--- src/rtl/rr_arbiter_4_pkg.sv ---
`default_nettype none
// +----------------------------------------------------------------------+
// | Module   : rr_arbiter_4_pkg                                          |
// | Brief    : Shared constants, state encoding and helpers for the      |
// |            four-input round-robin arbiter.                           |
// | Revision : 1.0 - initial release                                     |
// +----------------------------------------------------------------------+
package rr_arbiter_4_pkg;

    localparam int NUM_REQ = 4;
    localparam int PTR_W   = 2;

    localparam logic [0:0] ST_IDLE  = 1'b0;
    localparam logic [0:0] ST_GRANT = 1'b1;

    // Index of the set bit in a one-hot vector; zero for an all-zero vector.
    function automatic logic [PTR_W-1:0] onehot_to_idx(input logic [NUM_REQ-1:0] oh);
        logic [PTR_W-1:0] idx;
        idx = '0;
        for (int i = 0; i < NUM_REQ; i++) begin
            if (oh[i]) begin
                idx = PTR_W'(i);
            end
        end
        return idx;
    endfunction

endpackage
`default_nettype wire

--- src/rtl/rr_arbiter_4_pick.sv ---
`default_nettype none
// +----------------------------------------------------------------------+
// | Module   : rr_pick_4                                                 |
// | Brief    : Combinational rotate-priority picker. Scans req from ptr  |
// |            upward (mod 4); the first set bit wins.                   |
// | Revision : 1.0 - initial release                                     |
// +----------------------------------------------------------------------+
module rr_pick_4
    import rr_arbiter_4_pkg::*;
(
    input  logic [NUM_REQ-1:0] req,
    input  logic [PTR_W-1:0]   ptr,
    output logic [NUM_REQ-1:0] onehot,
    output logic               any
);

    logic [PTR_W-1:0] w_idx;
    logic             w_found;

    // Walk the request lines in rotated order and keep only the first hit.
    always_comb begin
        onehot  = '0;
        w_found = 1'b0;
        w_idx   = '0;
        for (int i = 0; i < NUM_REQ; i++) begin
            w_idx = ptr + PTR_W'(i);
            if (!w_found && req[w_idx]) begin
                onehot[w_idx] = 1'b1;
                w_found       = 1'b1;
            end
        end
    end

    assign any = |req;

endmodule
`default_nettype wire

--- src/rtl/rr_arbiter_4.sv ---
`default_nettype none
// +----------------------------------------------------------------------+
// | Module   : rr_arbiter_4                                              |
// | Brief    : Four-input round-robin arbiter with a registered one-hot  |
// |            grant held until a valid/ready accept.                    |
// | Revision : 1.0 - initial release                                     |
// +----------------------------------------------------------------------+
module rr_arbiter_4 #(
    parameter int NUM_REQ = 4
) (
    input  logic               clk,
    input  logic               rst,
    input  logic [NUM_REQ-1:0] req,
    input  logic               gnt_ready,
    output logic [NUM_REQ-1:0] gnt,
    output logic               gnt_valid
);

    import rr_arbiter_4_pkg::*;

    // The picker and pointer arithmetic are built for exactly four lines.
    if (NUM_REQ != 4) begin : g_cfg_error
        $error("rr_arbiter_4: NUM_REQ must be 4");
    end

    logic [0:0]         r_state;
    logic [0:0]         w_state_nxt;
    logic [PTR_W-1:0]   r_ptr;
    logic [PTR_W-1:0]   w_ptr_nxt;
    logic [PTR_W-1:0]   w_pick_ptr;
    logic [NUM_REQ-1:0] r_gnt;
    logic [NUM_REQ-1:0] w_gnt_nxt;
    logic [NUM_REQ-1:0] w_onehot;
    logic               w_any;
    logic               w_accept;

    assign w_accept = (r_state == ST_GRANT) && gnt_ready;

    // On accept the served line drops to lowest priority, and the picker
    // already sees that rotated pointer so a back-to-back grant is possible.
    assign w_pick_ptr = w_accept ? (onehot_to_idx(r_gnt) + PTR_W'(1)) : r_ptr;

    rr_pick_4 u_pick (
        .req    (req),
        .ptr    (w_pick_ptr),
        .onehot (w_onehot),
        .any    (w_any)
    );

    // State, pointer and grant registers; reset overrides everything.
    always_ff @(posedge clk) begin
        if (rst) begin
            r_state <= ST_IDLE;
            r_ptr   <= '0;
            r_gnt   <= '0;
        end else begin
            r_state <= w_state_nxt;
            r_ptr   <= w_ptr_nxt;
            r_gnt   <= w_gnt_nxt;
        end
    end

    // Next-state: load a winner from IDLE, hold in GRANT until accepted.
    always_comb begin
        w_state_nxt = r_state;
        w_ptr_nxt   = r_ptr;
        w_gnt_nxt   = r_gnt;
        case (r_state)
            ST_IDLE: begin
                if (w_any) begin
                    w_gnt_nxt   = w_onehot;
                    w_state_nxt = ST_GRANT;
                end
            end
            ST_GRANT: begin
                if (gnt_ready) begin
                    w_ptr_nxt = w_pick_ptr;
                    if (w_any) begin
                        w_gnt_nxt = w_onehot;
                    end else begin
                        w_gnt_nxt   = '0;
                        w_state_nxt = ST_IDLE;
                    end
                end
            end
            default: begin
                w_gnt_nxt   = '0;
                w_state_nxt = ST_IDLE;
            end
        endcase
    end

    // Outputs come straight from registers; valid is the GRANT state itself.
    always_comb begin
        gnt       = r_gnt;
        gnt_valid = (r_state == ST_GRANT);
    end

endmodule
`default_nettype wire

--- config.mk ---
export PLATFORM = sky130hd
export DESIGN_NAME = rr_arbiter_4
export DESIGN_NICKNAME = d
export VERILOG_FILES = /design/src/rtl/rr_arbiter_4_pkg.sv /design/src/rtl/rr_arbiter_4_pick.sv /design/src/rtl/rr_arbiter_4.sv
export SDC_FILE = /design/constraint.sdc
export NUM_CORES = 1
export LEC_CHECK = 0
export BUFFER_PORTS_ARGS = -buffer_cell sky130_fd_sc_hd__buf_4
export CAP_MARGIN = 20
export CORE_AREA = 2 2 44 46
export DETAILED_ROUTE_END_ITERATION = 10
export DIE_AREA = 0 0 46 48
export PLACE_DENSITY = 0.68
export SYNTH_ARGS = -nofsm -noshare
export SYNTH_HDL_FRONTEND = slang
export SYNTH_HIERARCHICAL = 1
export SYNTH_SLANG_ARGS = --single-unit
--- constraint.sdc ---
create_clock -name clk -period 5.1 [get_ports clk]
set_input_delay 0.255 -clock clk [delete_from_list [all_inputs] [get_ports clk]]
set_output_delay 0.255 -clock clk [all_outputs]
set_load 0.005 [all_outputs]
# ---- Word level (Yosys, flattened, before mapping)
# Cells that the tools add are included.
dict set report word_totals {
  rom_bits 0
  mem_count 0
  word_cells 69
  out_inout_bits 5
  ram_bits 0
  input_bits 7
  ff_bits 7
  latchBits 0
}
dict set report op_classes {
  eq_ne 2
  add_sub_neg 4
  shifts 0
  n_bitwise 4
  reduce_logical 14
  order_cmp 8
  muxes 34
  mul 0
  div_mod_pow 0
}
# op count
set ops {}
lappend ops {{$mux W4} 7}
lappend ops {{$mux W1} 14}
lappend ops {{$lt A2 B3 Y1 const B} 4}
lappend ops {{$or A4 B4 Y4} 3}
lappend ops {{$bmux W1 S2} 4}
lappend ops {{$demux W1 S2} 4}
lappend ops {{$ge A2 B1 Y1 const B} 4}
lappend ops {{$logic_and A1 B1 Y1} 8}
lappend ops {{$pmux W4 S2} 1}
lappend ops {{$mux W2} 3}
lappend ops {{$add A2 B1 Y2 const B} 2}
lappend ops {{$add A2 B2 Y2 const B} 2}
lappend ops {{$reduce_and A2 Y1} 2}
lappend ops {{$reduce_or A4 Y1} 1}
lappend ops {{$logic_not A1 Y1} 3}
lappend ops {{$ne A2 B1 Y1 const B} 1}
lappend ops {{$ne A2 B2 Y1 const B} 1}
lappend ops {{$pmux W1 S2} 1}
lappend ops {{$not A1 Y1} 1}

# ---- Depth between registers and ports, before layout
dict set report logic_depth {
  depth_word 20
  depth_mapped 10
  ltp_nobuf 10
}

# ---- Hierarchy
# Netlist, hierarchy kept.
# module cells_per_inst area_each_um2 n_inst
set modules_own_cells {}
lappend modules_own_cells {rr_arbiter_4 37 407.9 1}
lappend modules_own_cells {rr_pick_4 37 345.3 1}

# ---- Least setup slack after synthesis
# OpenSTA, ideal clock, no wires.
dict set report synth_timing {
  path_type {reg-to-reg}
  startpoint {register r_state, in the netlist gnt_valid}
  endpoint {register r_gnt[1], in the netlist gnt[1]}
  period_less_slack_ns 3.019
  path_slack_ns 2.081
  setup_time_ns 0.088
  required_time_ns 5.012
  n_path_buf 0
  path_stages_with_launch 11
  arrival_time_ns 2.931
  cell_sequence {dfxtp_1 -> nand2_1 -> o31ai_1 -> inv_1 -> ha_1 -> mux4_2 -> nor4b_4 -> nand2_1 -> o211ai_1 -> nand2b_1 -> o32ai_2}
}
dict set report synth_via {
  elab_chain_cells 17
  word_cells_on_any_way 57
  classes_between {add/sub: 3; order compare: 8; eq/ne: 2; mux: 28; bitwise: 4; reduce/logical: 12}
}
# item line
set synth_rtl {}
lappend synth_rtl {{start, declared} rr_arbiter_4.sv:26} ;# logic [0:0] r_state;
lappend synth_rtl {{start signal, assigned} rr_arbiter_4.sv:57} ;# r_state <= w_state_nxt;
lappend synth_rtl {{$logic_and A1 B1 Y1 *} rr_arbiter_4.sv:37} ;# assign w_accept = (r_state == ST_GRANT) && gnt_ready;
lappend synth_rtl {{$mux W2 *} rr_arbiter_4.sv:41} ;# assign w_pick_ptr = w_accept ? (onehot_to_idx(r_gnt) + PTR_W'(1)) : r_ptr;
lappend synth_rtl {{named net w_pick_ptr[0]} rr_arbiter_4.sv:30} ;# logic [PTR_W-1:0] w_pick_ptr;
lappend synth_rtl {{branches (longest 11 deep; another with $lt A2 B3 Y1)} --}
lappend synth_rtl {{$mux W4 *} rr_arbiter_4_pick.sv:27} ;# if (!w_found && req[w_idx]) begin
lappend synth_rtl {{named net w_onehot[1]} rr_arbiter_4.sv:33} ;# logic [NUM_REQ-1:0] w_onehot;
lappend synth_rtl {{$mux W4} rr_arbiter_4.sv:78} ;# if (w_any) begin
lappend synth_rtl {{$mux W4} rr_arbiter_4.sv:76} ;# if (gnt_ready) begin
lappend synth_rtl {{$pmux W4 S2 *} rr_arbiter_4.sv:68} ;# case (r_state)
lappend synth_rtl {{end signal, assigned} rr_arbiter_4.sv:59} ;# r_gnt <= w_gnt_nxt;
lappend synth_rtl {{end, declared} rr_arbiter_4.sv:31} ;# logic [NUM_REQ-1:0] r_gnt;
# Mark *: on every way through the listed nets, which the timed path passes. The select of a mux whose other input is x is not followed.
# A chain may end at the register's enable or synchronous reset.

# ---- Final worst setup path
# Ends and elaborated chain as after synthesis.

==> summary.txt <==
Net Sw Power = 0.0914 mW
XOR/XNOR Fraction of Synth Area = 0
initial antenna violation count = 0
count of non-filler cells in the finished layout = 105
cell count after synthesis = 74
Antenna Cells = 0
dpl cell area = 842 um2
arrival time at the worst endpoint = 3.14 ns
post-synthesis compound-gate area fraction = 0.276
post-layout util = 0.514
status = complete, no violations
# rows = 15
Post-layout nets = 102
Max Slew Vio Count = 0
CTS Buf Count = 3
WP data required = 5.27 ns
via count = 611
clock root cell = clkbuf_4
Cells after DPL = 101
GRT Util Overall = 0.166
DRC viols = 0
mux contribution to synthesized area = 0.163
Max Cap Violations = 0
Clock power frac = 0.211
leak pwr = 0.356 nW
Pwr Density = 288 nW/um2
port bufs = 11
placer congestion estimate = 0.802
CP endpoint kind = flip-flop
Crit Path Class = reg2reg
core area = 1690 um2
Max clock buf depth = 2
Post-Route WL = 1440 um
maximum fanout along the worst path = 7
Syn. warnings = 6
synth unique cells = 26
RSZ-0062 raised after global routing = no
Sw Share = 0.365
Synth Area in Adders = 0.0997
setup bufs post-CTS = 0
Synth Area in Simple Gates = 0.206
layout cells sized above 1 = 0.364
CTS H-tree depth = 1
Total Negative Setup Slacks = 0 ns
pin count of the biggest net entering global routing = 13
period utilisation layout = 0.582
max_slew headroom = 0.589
post-synthesis instance area = 753 um2
Internal Power = 0.159 mW
Hold Path Class = in2reg
total power = 0.250 mW
Seq/Total Area, Yosys = 0.186
post_cts resized = 0
sequential power share = 0.280
Post-CTS Hold Fix Bufs = 0
combinational family with the most area after synthesis = compound AO/OA/AOI/OAI gates
GRT overflow = 0
part of the power in combinational logic = 0.509
min Tclk post-route = 2.97 ns
fmax = 0.337 GHz
Clock Pin Slew Worst Setup and Hold Paths = 0.06 ns
Final Instance Area = 868 um2
CTS tree = yes
Die X = 46 um
DIE HEIGHT = 48 um
Synth Register Bits = 7
DIE AREA = 2210 um2
crit start category = flip-flop
final setup vio count = 0
I/O pin count = 12
synth-to-layout area growth = 15.3%
DR iter-0 viols = 6
Syn Nets = 87
Routed wire per std cell = 13.7 um
TritonCTS sink count = 7
Mean Syn Cell Area = 10.2 um2
vias in the first global route = 587
Slew @ Worst Pin = 0.600 ns
skew final = 0.00145 ns
Worst-Skew Late Latency = 0.26 ns
vias per cell = 5.82
Final Hold Viols = 0
ANT nets after route = 0
first-pass GRT wire length = 2500 um
First-pass DRT Iterations = 4
worst vdd ir = 0.130 mV
Starting Density = 0.446
[cells by family after synthesis]
logic type               after synthesis
AO/OA/AOI/OAI                         22
buffers and inverters                 10
flip-flops                             7
AND/OR/NAND/NOR                       23
multiplexers                           6
adder cells (fa/ha/maj)                6
[metrics by stage]
stage	hold slack [ns]	worst slack, ns
2_1_floorplan	0.461	2.08
3_3_place_gp	0.491	2.22
3_5_place_dp	0.478	2.10
4_1_cts	0.334	2.09
5_1_grt	0.339	1.79
6_report	0.337	2.13
[power groups by stage]
stage,registers [mW],logic (mW),clock network [mW]
5_1_grt,0.0714,0.141,0.0583
3_5_place_dp,0.0712,0.127,0
2_1_floorplan,0.0708,0.0989,0
6_report,0.0700,0.127,0.0529
3_3_place_gp,0.0710,0.125,0
4_1_cts,0.0701,0.128,0.0552
[worst max-delay path, cell delays in order (launching register included)]
cell	delay (ns)
dfxtp_1	0.44
and2_2	0.23
mux2i_1	0.54
inv_1	0.14
ha_1	0.34
mux4_2	0.38
nor4b_4	0.34
nand2_1	0.10
o211ai_1	0.10
nand2b_1	0.09
o32ai_2	0.18
[cell usage in the layout, fill, tap and decap left out, drive strengths merged]
cell type  Yosys  layout
clkbuf         0       4
o31ai          1       1
o211ai         4       4
ha             6       6
o22ai          1       1
a21oi          4       4
o32ai          5       5
a21o           4       4
mux2i          1       1
o21bai         1       1
a21bo          1       1
nor2b          2       2
nand2          6       6
mux4           4       4
buf            2      12
nand3b         1       1
nor4b          1       1
o21ba          1       1
nand2b        10      10
mux2           1       1
and2           1       1
or4            1       1
nor2           1       1
dfxtp          7       7
inv            8       8
[Yosys cell counts (all sizes together)]
cell type  instances  area share
or4                1       0.010
a21oi              4       0.027
nor4b              1       0.032
nand2              6       0.030
a21o               4       0.047
o31ai              1       0.010
mux2               1       0.020
a21bo              1       0.013
o32ai              5        0.11
o22ai              1      0.0083
mux2i              1       0.013
nand3b             1       0.010
o21bai             1       0.010
inv                8       0.040
o211ai             4       0.040
nor2               1      0.0050
o21ba              1       0.013
nor2b              2       0.027
mux4               4        0.13
buf                2       0.030
ha                 6        0.10
and2               1       0.010
nand2b            10       0.083
dfxtp              7        0.19
[worst paths after layout]
check                                      startpoint                    end  slack (ns)  cells after the start
worst max-delay path             gnt_valid$_SDFF_PP0_    gnt[1]$_SDFFE_PP0P_        2.13                     10
worst min-delay path                              rst   gnt_valid$_SDFF_PP0_        0.34                      2
worst max register to register   gnt_valid$_SDFF_PP0_    gnt[1]$_SDFFE_PP0P_        2.13                     10
worst min register to register  r_ptr[1]$_SDFFE_PP0P_  r_ptr[1]$_SDFFE_PP0P_        0.49                      2
[flip-flops by register name, summed over array words and instances, names as in the netlist]
signal     count
gnt_valid      1
r_ptr          2
gnt            4
[cell type report]
type,count,area [um2]
fillers,161,821
multi-input cells,57,561
flip-flops and latches,7,140
repair buffers,12,90.1
inverters,8,30.0
clock buffers,4,26.3
well taps,17,21.3
[per-layer routing]
metal	track usage	wire [um]	vias to the layer above	part of all wire
met2	0.258	641	13	0.45
met1	0.197	733	293	0.51
met4	0.0800	13	0	0.0090
li1	-	-	303	-
met3	0.0717	50	2	0.035
met5	0	0	-	0
No activity file was read; power rests on OpenSTA's default activity.
